==> src/rtl/tank_pkg.sv <==
// Shared types and constants for the tank game: shell FSM states, screen size
// and the terrain curve coefficients used by shells, tanks and the renderer.
package tank_pkg;

   typedef enum logic [1:0] {
      IDLE,
      FLIGHT,
      EXPLODE
   } shell_state_t;

   localparam int SCREEN_W = 640;
   localparam int SCREEN_H = 480;

   // ground(x) = TERR_QA*x*x/TERR_QD - TERR_LA*x/TERR_LD + TERR_C
   localparam int unsigned TERR_QA = 607;
   localparam int unsigned TERR_QD = 1562500;
   localparam int unsigned TERR_LA = 71;
   localparam int unsigned TERR_LD = 500;
   localparam int unsigned TERR_C  = 267;

endpackage

==> src/rtl/terrain_height.sv <==
// Combinational terrain curve: ground height in pixels for a screen column.
module terrain_height
   import tank_pkg::*;
(
   input  logic [9:0] x,
   output logic [9:0] height
);

   logic [31:0] x32;
   logic [31:0] quad;
   logic [31:0] lin;

   // Each term truncates on its own, so the sum can be negative-free only
   // because the quadratic plus the constant always exceeds the linear term.
   always_comb begin
      x32    = {22'd0, x};
      quad   = (TERR_QA * x32 * x32) / TERR_QD;
      lin    = (TERR_LA * x32) / TERR_LD;
      height = 10'(quad + TERR_C - lin);
   end

endmodule

==> src/rtl/tank_shell.sv <==
// One tank's shell: launch on shoot, per-frame ballistic integration with
// gravity, enemy/off-screen/ground checks, and a fixed-length explosion.
module tank_shell
   import tank_pkg::*;
#(
   parameter int VX_SPEED       = 3,
   parameter int VY_MAX         = 12,
   parameter int GRAV_DIV       = 4,
   parameter int MUZZLE_DY      = 8,
   parameter int SHELL_R        = 2,
   parameter int EXPLODE_FRAMES = 16
)(
   input  logic       frame_clk,
   input  logic       Reset,
   input  logic       shoot,
   input  logic [9:0] TankX,
   input  logic [9:0] TankY,
   input  logic [1:0] Direction,
   input  logic [9:0] y_component,
   input  logic [9:0] EnemyX,
   input  logic [9:0] EnemyY,
   input  logic [9:0] EnemyS,
   output logic [9:0] ShellX,
   output logic [9:0] ShellY,
   output logic       ShellActive,
   output logic       Exploding,
   output logic       hit
);

   localparam logic signed [5:0]  VX_S     = 6'(VX_SPEED);
   localparam logic signed [5:0]  VY_LIM   = 6'(VY_MAX);
   localparam logic signed [9:0]  VY_LIM10 = 10'(VY_MAX);
   localparam logic signed [10:0] X_MAX    = 11'(SCREEN_W - 1);
   localparam logic signed [10:0] Y_MAX    = 11'(SCREEN_H - 1);
   localparam logic [4:0]         GRAV_TOP = 5'(GRAV_DIV - 1);
   localparam logic [4:0]         EXPL_TOP = 5'(EXPLODE_FRAMES - 1);

   shell_state_t      state_q, state_d;
   logic signed [10:0] px_q, px_d, py_q, py_d;
   logic signed [5:0]  vx_q, vx_d, vy_q, vy_d;
   logic [4:0]         grav_q, grav_d, expl_q, expl_d;
   logic               hit_q, hit_d;

   logic signed [10:0] nx, ny;
   logic [11:0]        dx, dy, adx, ady, reach;
   logic [9:0]         gnd;
   logic               hit_now, off_now, gnd_now;

   // Aim is negated so a larger y_component launches upward (negative vy).
   function automatic logic signed [5:0] launch_vy(input logic [9:0] yc_raw);
      logic signed [9:0] yc;
      yc = signed'(yc_raw);
      if (yc > VY_LIM10)       return -VY_LIM;
      else if (yc < -VY_LIM10) return VY_LIM;
      else                     return -(6'(yc));
   endfunction

   assign nx = px_q + {{5{vx_q[5]}}, vx_q};
   assign ny = py_q + {{5{vy_q[5]}}, vy_q};

   terrain_height u_terrain (
      .x      (nx[9:0]),
      .height (gnd)
   );

   assign dx      = {nx[10], nx} - {2'b00, EnemyX};
   assign dy      = {ny[10], ny} - {2'b00, EnemyY};
   assign adx     = dx[11] ? (~dx + 12'd1) : dx;
   assign ady     = dy[11] ? (~dy + 12'd1) : dy;
   assign reach   = {2'b00, EnemyS} + 12'(SHELL_R);
   assign hit_now = (adx <= reach) && (ady <= reach);
   assign off_now = nx[10] || (nx > X_MAX) || (ny > Y_MAX);
   assign gnd_now = (ny >= $signed({1'b0, gnd}));

   always_comb begin
      state_d = state_q;
      px_d    = px_q;
      py_d    = py_q;
      vx_d    = vx_q;
      vy_d    = vy_q;
      grav_d  = grav_q;
      expl_d  = expl_q;
      hit_d   = 1'b0;
      unique case (state_q)
         IDLE: begin
            if (shoot) begin
               state_d = FLIGHT;
               px_d    = signed'({1'b0, TankX});
               py_d    = signed'({1'b0, TankY}) - 11'(MUZZLE_DY);
               vx_d    = (Direction == 2'd0) ? -VX_S : VX_S;
               vy_d    = launch_vy(y_component);
               grav_d  = 5'd0;
            end
         end
         FLIGHT: begin
            if (grav_q == GRAV_TOP) begin
               grav_d = 5'd0;
               vy_d   = (vy_q >= VY_LIM) ? VY_LIM : vy_q + 6'sd1;
            end else begin
               grav_d = grav_q + 5'd1;
            end
            if (hit_now) begin
               hit_d   = 1'b1;
               state_d = EXPLODE;
               expl_d  = 5'd0;
               px_d    = nx;
               py_d    = ny;
            end else if (off_now) begin
               state_d = IDLE;
            end else if (gnd_now) begin
               state_d = EXPLODE;
               expl_d  = 5'd0;
               px_d    = nx;
               py_d    = ny;
            end else begin
               px_d = nx;
               py_d = ny;
            end
         end
         EXPLODE: begin
            if (expl_q == EXPL_TOP) begin
               state_d = IDLE;
               expl_d  = 5'd0;
            end else begin
               expl_d = expl_q + 5'd1;
            end
         end
         default: state_d = IDLE;
      endcase
   end

   always_ff @(posedge frame_clk or posedge Reset) begin
      if (Reset) begin
         state_q <= IDLE;
         px_q    <= '0;
         py_q    <= '0;
         vx_q    <= '0;
         vy_q    <= '0;
         grav_q  <= '0;
         expl_q  <= '0;
         hit_q   <= 1'b0;
      end else begin
         state_q <= state_d;
         px_q    <= px_d;
         py_q    <= py_d;
         vx_q    <= vx_d;
         vy_q    <= vy_d;
         grav_q  <= grav_d;
         expl_q  <= expl_d;
         hit_q   <= hit_d;
      end
   end

   // Shells above the top edge are legal; the renderer just sees row 0.
   assign ShellX      = px_q[9:0];
   assign ShellY      = py_q[10] ? 10'd0 : py_q[9:0];
   assign ShellActive = (state_q == FLIGHT);
   assign Exploding   = (state_q == EXPLODE);
   assign hit         = hit_q;

endmodule

==> config.mk <==
export PLATFORM = sky130hd
export DESIGN_NAME = tank_shell
export DESIGN_NICKNAME = d
export VERILOG_FILES = /design/src/rtl/tank_pkg.sv /design/src/rtl/terrain_height.sv /design/src/rtl/tank_shell.sv
export SDC_FILE = /design/constraint.sdc
export NUM_CORES = 1
export LEC_CHECK = 0
export BUFFER_PORTS_ARGS = -buffer_cell sky130_fd_sc_hd__buf_2
export CORE_MARGIN = 2
export CORE_UTILIZATION = 40
export CTS_CLUSTER_DIAMETER = 150
export CTS_CLUSTER_SIZE = 25
export DETAILED_ROUTE_END_ITERATION = 7
export SETUP_SLACK_MARGIN = 0.3
export SLEW_MARGIN = 20
export SYNTH_ARGS = -nofsm -noshare
export SYNTH_HDL_FRONTEND = slang
export SYNTH_SLANG_ARGS = --single-unit
==> constraint.sdc <==
create_clock -name frame_clk -period 54.3 [get_ports frame_clk]
set_input_delay 2.715 -clock frame_clk [delete_from_list [all_inputs] [get_ports frame_clk]]
set_output_delay 2.715 -clock frame_clk [all_outputs]
set_load 0.005 [all_outputs]
# After elaboration in Yosys (flattened, before gate mapping)
# Cells that the tools add are included.
[word_totals] register_bits=47 latch_bits=0 ramBits=0 romBits=0 in_bits=65 out_inout_bits=23 word_cells=94 n_memories=0
[op_classes] n_addsub=14 mul=3 n_div=2 n_lt_le_gt_ge=8 eq_ne=10 shifts=0 mux=34 bitwise=2 n_reduce_logical=13
[ops] operator="two-way mux 11 bit" count=6
[ops] operator="case mux 11 bit (2 select lines)" count=2
[ops] operator="two-way mux 6 bit" count=6
[ops] operator="divider 17 x 9 -> 32 bit, second input constant" count=1
[ops] operator="divider 30 x 21 -> 32 bit, second input constant" count=1
[ops] operator="multiplier 20 x 10 -> 30 bit" count=1
[ops] operator="two-way mux 5 bit" count=6
[ops] operator="adder 12 x 1 -> 12 bit, second input constant" count=2
[ops] operator="<= comparator 12 x 11 -> 1 bit" count=2
[ops] operator="two-way mux 12 bit" count=2
[ops] operator="inverter 12 bit" count=2
[ops] operator="subtractor 11 x 11 -> 12 bit" count=2
[ops] operator="adder 11 bit" count=2
[ops] operator="multiplier 10 x 10 -> 20 bit, first input constant" count=1
[ops] operator="case mux 5 bit (2 select lines)" count=2
[ops] operator="multiplier 7 x 10 -> 17 bit, first input constant" count=1
[ops] operator="case mux 6 bit (2 select lines)" count=1
[ops] operator="AND reduction 3 bit" count=4
[ops] operator="adder 10 x 2 -> 11 bit, second input constant" count=1
[ops] operator="greater-or-equal comparator 11 bit" count=1
[ops] operator="greater-than comparator 11 x 10 -> 1 bit, second input constant" count=1
[ops] operator="greater-than comparator 11 bit, second input constant" count=1
[ops] operator="subtractor 10 x 4 -> 11 bit, second input constant" count=1
[ops] operator="adder 10 x 9 -> 10 bit, second input constant" count=1
[ops] operator="other kinds (25)" count=36

# Depth between registers and ports, before layout
# Gate-level depths: netlist of the first run.
[logic_depth] ltp_word=11 ltp_mapped=115 ltp_nobuf=107

# Cells and area by module
# A second synthesis of the first run with hierarchy kept.
[unflattened] hier_cells=3152 area_unflattened_um2=24447.2
[modules_own_cells] mod="terrain_height" instances=1 cells_per_inst=2389 area_per_inst_um2=18166.2 seq_area_each_um2=0.0
[modules_own_cells] mod="tank_shell" instances=1 cells_per_inst=763 area_per_inst_um2=6281.0 seq_area_each_um2=1101.1

# Worst setup path before layout of the first run
# No wires, ideal clock.
[synth_path] path_kind="register to register" from="reg px_q[0]" to="reg state_q[0]" setup_time_ns=0.125 arrival_time_ns=23.407 t_required_ns=54.175 path_slack_ns=30.768 path_stages_with_launch=107 path_buffers=4 period_less_slack_ns=23.532 cell_sequence="dfrtp_1 -> ha_1 -> fa_1 -> a21oi_1 -> nor2_1 -> nor2_1 -> o21bai_1 -> a21oi_1 -> o21bai_1 -> a21oi_1 -> xnor2_1 -> inv_1 -> clkbuf_1 -> fa_1 -> inv_1 -> fa_1 -> inv_1 -> fa_1 -> [71 not listed] -> ha_1 -> ha_1 -> fa_1 -> inv_1 -> ha_1 -> a21o_1 -> a21oi_1 -> nor2b_1 -> o21ai_0 -> nand2b_1 -> a21oi_1 -> nor2b_1 -> o21ai_0 -> nand2b_1 -> a21oi_1 -> nor2_1 -> o311ai_0 -> mux2_2"
[synth_via] elab_chain_len=9 word_cells_on_any_way=23 cone_classes="5 x add/sub; 3 x mul; 2 x div; 3 x order compare; 1 x eq/ne; 4 x mux; 1 x bitwise; 4 x reduce/logical"
[synth_rtl] item="start, declared" line="tank_shell.sv:39" source="logic signed [10:0] px_q, px_d, py_q, py_d;"
[synth_rtl] item="start signal, assigned" line="tank_shell.sv:144" source="px_q <= px_d;"
[synth_rtl] item="adder 11 bit (*)" line="tank_shell.sv:58" source="assign nx = px_q + {{5{vx_q[5]}}, vx_q};"
[synth_rtl] item="multiplier 10 x 10 -> 20 bit / subtractor 11 x 11 -> 12 bit (equally long branches)" line="terrain_height.sv:17, tank_shell.sv:66"
[synth_rtl] item="multiplier 20 x 10 -> 30 bit / inverter 12 bit (equally long branches)" line="terrain_height.sv:17, tank_shell.sv:68"
[synth_rtl] item="divider 30 x 21 -> 32 bit / adder 12 x 1 -> 12 bit (equally long branches)" line="terrain_height.sv:17, tank_shell.sv:68"
[synth_rtl] item="adder 10 x 9 -> 10 bit / two-way mux 12 bit (equally long branches)" line="terrain_height.sv:19, tank_shell.sv:68"
[synth_rtl] item="subtractor 10 bit / <= comparator 12 x 11 -> 1 bit (equally long branches)" line="terrain_height.sv:19, tank_shell.sv:71"
[synth_rtl] item="greater-or-equal comparator 11 bit / logical AND 1 bit (equally long branches)" line="tank_shell.sv:73, tank_shell.sv:71"
[synth_rtl] item="!= test 4 x 1 -> 1 bit (no line) / two-way mux 2 bit (equally long branches)"
[synth_rtl] item="AND reduction 3 bit (no line) / case mux 2 bit (3 select lines) (equally long branches)"
[synth_rtl] item="end signal, assigned" line="tank_shell.sv:143" source="state_q <= state_d;"
[synth_rtl] item="end, declared" line="tank_shell.sv:38" source="shell_state_t state_q, state_d;"
# Every way passes the cells marked *; elsewhere a longest branch is shown, timed or not.
# A chain may end at the register's enable or synchronous reset.

# Worst setup path in the final report of the first run
[layout_path] from="reg px_q[0]" to="reg state_q[1]"
# The elaborated chain is that of the path after synthesis.

==> results of run 1 <==
[worst min path at each step]
stage                          end  slack [ns]                 from  depth (start not counted)
2_1_floorplan  vx_q[0]$_DFFE_PP0P_        0.44  vx_q[0]$_DFFE_PP0P_                          1
3_3_place_gp   vx_q[0]$_DFFE_PP0P_        0.45  vx_q[0]$_DFFE_PP0P_                          1
3_5_place_dp   vx_q[0]$_DFFE_PP0P_        0.47  vx_q[0]$_DFFE_PP0P_                          1
4_1_cts        vx_q[0]$_DFFE_PP0P_        0.48  vx_q[0]$_DFFE_PP0P_                          1
5_1_grt        vx_q[0]$_DFFE_PP0P_        0.50  vx_q[0]$_DFFE_PP0P_                          1
6_report       vx_q[0]$_DFFE_PP0P_        0.49  vx_q[0]$_DFFE_PP0P_                          1
[area by class of cell]
| cell class | count | area, um2 |
|---|---|---|
| tap | 748 | 936 |
| inverter | 328 | 1230 |
| sequential | 44 | 1100 |
| multi-input combinational | 2438 | 19700 |
| clock buffer | 8 | 146 |
| fill | 5709 | 31700 |
| timing repair buffer | 112 | 623 |
| antenna | 1 | 2.50 |
[layer usage]
layer	GRT usage [%]	vias up	share of wire, %
li1	-	10200	-
met1	30.9	10200	46
met2	40.1	522	47
met3	1.67	103	4.1
met4	5.97	0	2.8
met5	0	-	0
[synth_stat cells, types with 16 or more instances]
cell / n
or2_2: 16
nor3_1: 76
nand3_1: 80
a211oi_1: 22
fa_1: 184
a31oi_1: 24
nor2b_1: 38
dfrtp_1: 44
inv_1: 321
mux2i_1: 21
and2_1: 30
and3_1: 21
o21ai_0: 127
nand2_1: 245
ha_1: 275
nand4_1: 27
a21oi_1: 168
xnor2_1: 161
xor2_1: 87
o21bai_1: 39
buf_4: 21
a21o_1: 47
nor2_1: 268
nor4_1: 24
o211ai_1: 31
or3_1: 24
nand2b_1: 43
o21ai_1: 24
o21a_1: 24
clkbuf_1: 44
[logic make-up (layout without fill, tap and decap cells)]
logic type	after synthesis	after routing	share of synthesized area, %
simple gates	961	961	21.0
compound gates	721	721	22.6
fa+ha+maj	467	467	32.0
buf+inv	415	448	7.72
xor+xnor	255	255	10.2
flops	44	44	4.89
mux	33	33	1.55
other cells	1	2	0.0167
[per-stage QoR]
| stage | worst slack [ns] | hold WS, ns | util, % | std cells |
|---|---|---|---|---|
| 2_1_floorplan | 30.77 | 0.439 | - | 2897 |
| 3_3_place_gp | 26.13 | 0.454 | 42.6 | 3670 |
| 3_5_place_dp | 25.62 | 0.465 | 42.6 | 3670 |
| 4_1_cts | 25.53 | 0.485 | 42.9 | 3678 |
| 5_1_grt | 23.41 | 0.502 | 42.9 | 3679 |
| 6_report | 25.69 | 0.487 | 42.9 | 3679 |
[state kept, by name, summed over array words and instances (netlist names)]
register,flops
expl_q,5
grav_q,5
hit,1
px_q,11
py_q,11
state_q,2
vx_q,3
vy_q,6
==> results by group, run 1 <==
STA
  • Fmax: roughly 35 MHz
  • Final worst path period need: around 29 ns
  • Setup violators final: 0
  • RSZ-0062 raised after global routing: no
  • Max Slew Vio Count: 0
  • Period Utilization, post-route: about 53%
  • Max-slew headroom: between 20% and 30%
  • Fin. Hold Viols: 0
  • Final setup TNS: 0 ns
  • Final clock skew: approximately 0.0051 ns
  • Worst Tran Pin Value: around 1.1 ns

Drt
  • First-pass iteration count of the detailed router: 5
  • Via density: ~5.7
  • Residual DRC: 0
  • Post-route antenna net violation count: 0
  • 1st-iter DRT viols: 1078
  • WL final: 65.9 mm
  • Via count: ~21000
  • WL/cell: about 18 um

Critical path
  • Critical path capture point type: flop
  • Arrival time worst endpoint: 28.78 ns
  • Critical Path Source: px_q[0]$_DFFE_PP0P_
  • Delay-heaviest family, CP: compound AO/OA/AOI/OAI gates
  • Reg-to-reg slack, setup: ~26 ns
  • Crit path top cell by count: fa_1
  • Crit. path cell count: 104
  • Critical Path Fanout Max: 18
  • Crit Reg-Reg Startpoint: px_q[0]$_DFFE_PP0P_
  • Critical Path RT: approximately 54 ns
  • RR Endpoint: state_q[1]$_DFFE_PP0P_
  • Worst Setup EP: state_q[1]$_DFFE_PP0P_
  • Critical Path Start Type: flop
  • R2r worst-path depth: 104
  • WP buf/inv: 13
  • Critical path's slowest cell: a2111oi_4
  • CP Class: reg -> reg
  • Slowest stage delay, CP: between 0.7 and 0.8 ns

GRT
  • Vias in the first global route: between 20000 and 25000
  • Tot GR Track Use: a little under a quarter
  • First-pass GRT wire length: roughly 110 mm
  • Gr ovfl total: 0
  • Initial antenna violation count: 1
  • Largest net degree at the start of global routing: 45

Run
  • Max Cap Viol: 0

Floorplan
  • Chip Width: 241 um
  • Chip height: between 200 and 250 um
  • Die Area: 58200 um2
  • Top-Level Pins: 88
  • Core Region: ~55000 um2
  • FP Rows: 86
  • Initial core utilization: 40.6%

Final layout
  • Post-route design area: roughly 24000 um2
  • Layout Nets: 3453
  • Fraction of layout cells with a size suffix above 1: under 10%
  • Most common cell after layout, fill and taps aside: inv_1
  • Synth-to-Final Area Change: 5.56%
  • Most frequent cells in the layout: inv_1 (320), ha_1 (275), nor2_1 (268)

Clocking
  • Clk buf depth: 2
  • H-tree levels: 2
  • Root buffer cell: clkbuf_16
  • CTS Sinks: 44
  • Clk_lat worst skew: ~0.29 ns
  • Resized Gates After CTS: 0
  • CTS tree: built
  • Post-CTS setup buffers: 0
  • Hold-fix buffers, CTS: 0
  • CTS clock-pin slew for the worst setup and hold paths: about 0.060 ns
  • CTS Buf Count: 5

Synth
  • Top cells by area, synth: fa_1 (16%), ha_1 (15%), xnor2_1 (6.3%)
  • Synthesis-stage register bit count: 44
  • Synth Instances: 2897
  • Syn nets: 3421
  • Cell taking the most area after synthesis: fa_1
  • Top_reg_cell synth: dfrtp_1
  • Post-synth top area share: between 10% and 20%
  • Synthesized area: 22500 um2
  • Syn. warnings: 0
  • Number of synthesized flops with an enable pin: 0
  • Ys async rst share: 100%
  • Seq/Total Area, Yosys: 4.89%
  • Post-Syn Area per Cell: between 7 and 8 um2
  • Post-synth cell types: approximately 130

Placed design
  • GPL Wtd Cong: between 0.9 and 1
  • DP Area: about 24000 um2
  • DP Wirelength: about 55 mm
  • Count of buffers from port buffering: 87

Worst hold path
  • Hold WC Path Type: reg -> reg

Run status
  • Outcome: finished, final reports clean
Power of run 1 is left out: the tool's default activity adds up to more than one toggle a clock period on the data nets, which glitch-free logic cannot reach.
==> run 2, diff against run 1 <==
==> constraint.sdc (replaced) <==
create_clock -name frame_clk -period 25.2 [get_ports frame_clk]
set_input_delay 1.26 -clock frame_clk [delete_from_list [all_inputs] [get_ports frame_clk]]
set_output_delay 1.26 -clock frame_clk [all_outputs]
set_load 0.005 [all_outputs]
==> run 2 against run 1 <==
  * Hold slack lost 0.00090 ns
  * Register-to-register slack worse by 24 ns
  * Count of clock-buffer cells in the layout decreased by 3
  * Non-clock buffer count up 173
  * Critical endpoint unchanged
==> results by group, run 2 (synthesized netlist as in run 1, its figures left out) <==
Drt
  • Via density: 5.60 (-2.0%)
  • WL/cell: 17.7 um (-1.4%)
  • Via count: 21600 (+2.7%)
  • Post-route antenna net violation count: 0 (unchanged)
  • Residual DRC: 0 (unchanged)
  • WL final: 68.1 mm (+3.3%)
  • First-pass iteration count of the detailed router: 7 (+2)
  • 1st-iter DRT viols: 1217 (+13%)

Final layout
  • Fraction of layout cells with a size suffix above 1: 17.8% (+9.5 points)
  • FF/Latch Area: 1100 um2 (unchanged)
  • Fill cell count: 5500 (-3.7%)
  • Layout Nets: 3629 (+5.1%)
  • Synth-to-Final Area Change: 16.0%
  • Most frequent cells in the layout: inv_1 (320), ha_1 (275), nor2_1 (263)
  • Post-route design area: 26100 um2 (+9.9%)
  • Biggest regs: px_q x11, py_q x11, vy_q x6
  • Footprint of the multi-input gates: 20700 um2 (+5.1%)
  • Most common cell after layout, fill and taps aside: inv_1

STA
  • Setup violators final: 0 (unchanged)
  • Period Utilization, post-route: 94.4% (+42 points)
  • Max Slew Vio Count: 0 (unchanged)
  • Final worst path period need: 23.78 ns (-4.83 ns)
  • Worst Tran Pin Value: 1.08 ns (-0.0122 ns)
  • Fin. Hold Viols: 0 (unchanged)
  • Fmax: 42.0 MHz (+20%)
  • Max-slew headroom: 27.4% (+1.4 points)
  • RSZ-0062 raised after global routing: no
  • Final clock skew: 0.00583 ns (+0.000718 ns)

Clocking
  • CTS tree: built
  • Hold-fix buffers, CTS: 0 (unchanged)
  • CTS clock-pin slew for the worst setup and hold paths: 0.07 ns (about the same)
  • Clk_lat worst skew: 0.29 ns (about the same)
  • H-tree levels: 2 (unchanged)
  • CTS Sinks: 44 (unchanged)
  • Clk buf depth: 2 (unchanged)
  • Root buffer cell: clkbuf_16
  • CTS Buf Count: 5 (unchanged)

Floorplan
  • Top-Level Pins: 88 (unchanged)
  • Die Area: 58200 um2 (unchanged)
  • Initial core utilization: 40.6% (unchanged)
  • FP Rows: 86 (unchanged)
  • Chip height: 241 um (unchanged)
  • Core Region: 55400 um2 (unchanged)
  • Chip Width: 241 um (unchanged)

Placed design
  • GPL Wtd Cong: 0.940 (+1.0%)
  • Count of buffers from port buffering: 87 (unchanged)
  • DP Wirelength: 56.4 mm (+2.0%)
  • DP Area: 24400 um2 (+3.2%)

GRT
  • Tot GR Track Use: 23.2% (+0.16 points)
  • Initial antenna violation count: 1 (unchanged)
  • Gr ovfl total: 0 (unchanged)
  • Largest net degree at the start of global routing: 39 (-13%)
  • First-pass GRT wire length: 111 mm (+0.89%)
  • Vias in the first global route: 21400 (+1.6%)

Critical path
  • Critical path capture point type: flop
  • Critical path's slowest cell: fa_1
  • Slowest stage delay, CP: 0.58 ns (-0.20 ns)
  • Critical Path Start Type: flop
  • CP Class: reg -> reg
  • Crit path top cell by count: fa_1
  • Critical Path Fanout Max: 12 (-6)
  • Critical Path RT: 25.38 ns (-29.09 ns)
  • Arrival time worst endpoint: 23.96 ns (-4.82 ns)

Worst hold path
  • Hold WC Path Type: reg -> reg

Run
  • Max Cap Viol: 0 (unchanged)

Run status
  • Outcome: finished, final reports clean
## run 2: cell types whose count changed in the layout (fill, tap and decap cells not counted), sizes merged
cell / previous run / this run
buf: 112 / 285
clkbuf: 8 / 5
clkinv: 4 / 6
a211o: 15 / 16
bufinv: 0 / 1
o2111a: 7 / 8
o21a: 27 / 28
## run 2: routing by layer
| metal | share of wire, % | GRT usage, % | up-vias |
|---|---|---|---|
| li1 | - | - | 10500 |
| met1 | 47 | 32.5 | 10400 |
| met5 | 0 | 0 | - |
| met2 | 47 | 39.4 | 540 |
| met3 | 4.1 | 1.14 | 88 |
| met4 | 2.3 | 5.20 | 0 |
## run 2: through the flow
step	setup TNS (ns)	util, %	hold slack, ns	instances	setup slack [ns]
6_report	0	47.1	0.486	3855	1.42
5_1_grt	0	47.1	0.499	3854	0.158
4_1_cts	0	44.4	0.486	3780	0.312
3_5_place_dp	-2.65	43.9	0.466	3770	-0.463
3_3_place_gp	0	43.9	0.457	3770	0.0531
2_1_floorplan	0	-	0.439	2897	1.67
## run 2: area by class of cell
cell class / count / share of cell area (%)
tap: 748 / 3.58
timing repair buffer: 285 / 7.44
clock buffer: 5 / 0.479
multi-input combinational: 2441 / 79.3
antenna: 1 / 0.00958
inverter: 328 / 4.76
sequential: 44 / 4.22
clock inverter: 3 / 0.182
## run 2: worst paths after layout
kind | from | slack, ns | end | cells after the start
max in group asynchronous | Reset | 23.46 | py_q[3]$_DFFE_PP0P_ | 3
worst min-delay path | vx_q[0]$_DFFE_PP0P_ | 0.49 | vx_q[0]$_DFFE_PP0P_ | 1
min in group asynchronous | Reset | 0.99 | grav_q[3]$_DFFE_PP0P_ | 2
worst max-delay path | px_q[0]$_DFFE_PP0P_ | 1.42 | state_q[1]$_DFFE_PP0P_ | 105
worst max register to register | px_q[0]$_DFFE_PP0P_ | 1.42 | state_q[1]$_DFFE_PP0P_ | 105
worst min register to register | vx_q[0]$_DFFE_PP0P_ | 0.49 | vx_q[0]$_DFFE_PP0P_ | 1
## run 2: worst max-delay path: cells and delay by family, from the launching register on
family / cells / cell delay [ns]
XOR/XNOR: 3 / 0.83
adder cells (fa/ha/maj): 20 / 8.08
flip-flops: 1 / 0.39
buffers and inverters: 16 / 1.89
multiplexers: 2 / 0.57
AND/OR/NAND/NOR: 18 / 3.24
AO/OA/AOI/OAI: 46 / 8.63
## run 2: timing repair
action | in CTS | in global routing
pin swaps | 2 | 65
resized for setup | 12 | 180
buffers inserted | 2 | 71
gates cloned | 0 | 3
setup endpoints to repair | 7 | 7
Power of run 2 is left out for the same reason.
==> run 3, diff against run 2 <==
--- a/config.mk
+++ b/config.mk
@@ -5,12 +5,16 @@
 export SDC_FILE = /design/constraint.sdc
 export NUM_CORES = 1
 export LEC_CHECK = 0
+export ABC_AREA = 1
 export BUFFER_PORTS_ARGS = -buffer_cell sky130_fd_sc_hd__buf_2
+export CELL_PAD_IN_SITES_DETAIL_PLACEMENT = 0
+export CELL_PAD_IN_SITES_GLOBAL_PLACEMENT = 1
 export CORE_MARGIN = 2
-export CORE_UTILIZATION = 40
+export CORE_UTILIZATION = 42
 export CTS_CLUSTER_DIAMETER = 150
 export CTS_CLUSTER_SIZE = 25
 export DETAILED_ROUTE_END_ITERATION = 7
+export PLACE_DENSITY_LB_ADDON = 0.1
 export SETUP_SLACK_MARGIN = 0.3
 export SLEW_MARGIN = 20
 export SYNTH_ARGS = -nofsm -noshare
==> run 3 against run 2 <==
  * Clock skew is 0.0030 ns higher
  * Critical path depth is 40 higher
  * Synthesized area is 8.3% higher
  * Hold slack better by 0.0055 ns
  * Sequential share of layout area is 0.11 points lower
  * Routed wire length is 14% higher
  * First-iteration DRC count is 10% higher
  * Synthesized cell count is 37% higher
  * Critical path type unchanged
  * Critical endpoint is now expl_q[0]$_DFFE_PP0P_
  * Highest routed layer unchanged
==> results by group, run 3 <==
Synth
  • Commonest cells post-synth: nand2_1 (1139), inv_1 (738), nor2_1 (387)
  • Number of synthesized flops with an enable pin: 0 (unchanged)
  • Syn. warnings: 0 (unchanged)
  • Post-Syn Area per Cell: 6.15 um2 (-21%)
  • Post-synth top area share: 17.5% (+1.2 points)
  • Seq/Total Area, Yosys: 4.52% (-0.37 points)
  • Top_reg_cell synth: dfrtp_1
  • Cell taking the most area after synthesis: nand2_1
  • Top cells by area, synth: nand2_1 (18%), fa_1 (15%), ha_1 (14%)
  • Post-synth cell types: 60 (-53%)
  • Synthesized area: 24400 um2 (+8.3%)
  • Synthesis-stage register bit count: 44 (unchanged)
  • Syn nets: 4488 (+31%)
  • Ys async rst share: 100% (unchanged)
  • Synth Instances: 3964 (+37%)
  • Count leader, synth: nand2_1

Floorplan
  • FP Rows: 88 (+2.3%)
  • Top-Level Pins: 88 (unchanged)
  • Chip Width: 245 um (+1.5%)
  • Core Region: 57500 um2 (+3.7%)
  • Die Area: 60000 um2 (+3.0%)
  • Initial core utilization: 42.4% (+1.8 points)
  • Chip height: 245 um (+1.5%)

Final layout
  • Most frequent cells in the layout: nand2_1 (1109), inv_1 (730), nor2_1 (362)
  • Fraction of layout cells with a size suffix above 1: 13.7% (-4.1 points)
  • Layout Nets: 4621 (+27%)
  • Antenna cell count: 0 (-1)
  • Most common cell after layout, fill and taps aside: nand2_1
  • Post-route design area: 26900 um2 (+2.9%)
  • Synth-to-Final Area Change: 10.3%
  • Fill cell count: 6300 (+15%)
  • Layout Cells excl Fill: 4863 (+26%)
  • Biggest regs: px_q x11, py_q x11, vy_q x6

Critical path
  • CP Class: reg -> reg
  • Critical Path RT: 25.38 ns (about the same)
  • Crit Reg-Reg Startpoint: px_q[0]$_DFFE_PP0P_
  • Slowest stage delay, CP: 0.58 ns (about the same)
  • R2r worst-path depth: 145 (+38%)
  • Crit path top cell by count: nand2_1
  • Reg-to-reg slack, setup: 1.90 ns (+0.48 ns)
  • Critical Path Fanout Max: 16 (+4)
  • Critical Path Start Type: flop
  • RR Endpoint: expl_q[0]$_DFFE_PP0P_
  • Critical path capture point type: flop
  • Critical path's slowest cell: fa_1
  • Arrival time worst endpoint: 23.48 ns (-0.48 ns)

Clocking
  • CTS clock-pin slew for the worst setup and hold paths: 0.07 ns (about the same)
  • Clk_lat worst skew: 0.30 ns (about the same)
  • CTS Buf Count: 5 (unchanged)
  • CTS Sinks: 44 (unchanged)
  • Root buffer cell: clkbuf_16
  • H-tree levels: 2 (unchanged)
  • CTS tree: built
  • Clk buf depth: 2 (unchanged)

Drt
  • Via density: 4.98 (-11%)
  • Post-route antenna net violation count: 0 (unchanged)
  • Via count: 24200 (+12%)
  • First-pass iteration count of the detailed router: 5 (-2)
  • WL/cell: 16.0 um (-9.6%)
  • WL final: 77.6 mm (+14%)
  • Residual DRC: 0 (unchanged)
  • 1st-iter DRT viols: 1342 (+10%)

STA
  • Setup violators final: 0 (unchanged)
  • Fin. Hold Viols: 0 (unchanged)
  • RSZ-0062 raised after global routing: no
  • Period Utilization, post-route: 92.5% (-1.9 points)
  • Final clock skew: 0.00884 ns (+0.00301 ns)
  • Final worst path period need: 23.30 ns (-0.482 ns)
  • Final setup TNS: 0 ns (unchanged)
  • Max Slew Vio Count: 0 (unchanged)
  • Worst Tran Pin Value: 1.07 ns (-0.0111 ns)
  • Fmax: 42.9 MHz (+2.1%)
  • Max-slew headroom: 28.7% (+1.3 points)

Worst hold path
  • Endpoint, Worst Hold: vx_q[0]$_DFFE_PP0P_
  • Hold Crit Start: vx_q[0]$_DFFE_PP0P_
  • WHS Path Cells: 1 (unchanged)
  • Hold WC Path Type: reg -> reg

GRT
  • Vias in the first global route: 23400 (+9.3%)
  • Initial antenna violation count: 0 (-1)
  • First-pass GRT wire length: 123 mm (+11%)
  • Tot GR Track Use: 25.4% (+2.2 points)
  • Largest net degree at the start of global routing: 45 (+15%)
  • Gr ovfl total: 0 (unchanged)

Run status
  • Outcome: finished, final reports clean

Placed design
  • DP Wirelength: 65.3 mm (+16%)
  • DP Area: 25600 um2 (+5.2%)
  • Count of buffers from port buffering: 87 (unchanged)
  • GPL Wtd Cong: 0.914 (-2.8%)
  • Dpl cells: 4792 (+27%)

Run
  • Max Cap Viol: 0 (unchanged)
==> run 3: how the worst max path moves through the flow <==
stage / startpoint / to / slack (ns)
6_report: px_q[0]$_DFFE_PP0P_ / expl_q[0]$_DFFE_PP0P_ / 1.90
3_3_place_gp: px_q[0]$_DFFE_PP0P_ / expl_q[0]$_DFFE_PP0P_ / -0.01
4_1_cts: px_q[2]$_DFFE_PP0P_ / expl_q[0]$_DFFE_PP0P_ / 0.31
2_1_floorplan: vx_q[4]$_DFFE_PP0P_ / expl_q[0]$_DFFE_PP0P_ / 4.07
3_5_place_dp: px_q[2]$_DFFE_PP0P_ / expl_q[0]$_DFFE_PP0P_ / -0.22
5_1_grt: vx_q[4]$_DFFE_PP0P_ / expl_q[3]$_DFFE_PP0P_ / 0.13
==> run 3: routing by layer <==
layer / vias up / GRT usage (%) / wire (um)
li1: 12500 / - / -
met1: 11200 / 33.1 / 35300
met2: 403 / 46.9 / 38700
met3: 79 / 0.984 / 2210
met4: 0 / 4.47 / 1430
met5: - / 0 / 0
==> run 3: cell families (layout without fill, tap and decap cells) <==
logic type,count (synthesis),count (layout),share of synthesized area (%)
simple gates,2159,2170,39.6
buf+inv,832,955,13.7
fa+ha+maj,459,459,29.2
compound gates,310,310,7.29
xor+xnor,159,159,5.72
other cells,1,1,0.0154
flops,44,44,4.52
==> run 3: worst max-delay path: cells and delay by family, from the launching register on <==
| kind | cells | cell delay [ns] |
|---|---|---|
| AND/OR/NAND/NOR | 83 | 9.76 |
| adder cells (fa/ha/maj) | 18 | 7.18 |
| flip-flops | 1 | 0.44 |
| buffers and inverters | 20 | 2.29 |
| AO/OA/AOI/OAI | 21 | 2.96 |
| XOR/XNOR | 3 | 0.46 |
==> run 3: metrics by stage <==
stage                     hold WS (ns)  setup slack [ns]  utilization (%)
after floorplan                  0.444              4.07                -
after global placement           0.476           -0.0109             44.6
after detailed placement         0.474            -0.217             44.6
after CTS                        0.491             0.309             45.0
after global routing             0.516             0.125             46.8
final                            0.492              1.90             46.8
==> run 3: what timing repair did <==
action / CTS / global route
hold buffers: 0 / 0
setup endpoints to repair: 7 / 7
buffers inserted: 1 / 51
pin swaps: 2 / 38
cloned: 1 / 10
gates resized for setup: 7 / 133
==> run 3: area by class of cell <==
cell class | instances | area, um2 | area share (%)
multi-input cells | 3099 | 20600 | 76.5
flip-flops and latches | 44 | 1100 | 4.10
inverters | 768 | 2890 | 10.8
well taps | 765 | 957 | 3.56
repair buffers | 179 | 1200 | 4.47
clock buffers | 5 | 125 | 0.466
clock inverters | 3 | 46.3 | 0.172
Power of run 3 is left out for the same reason.
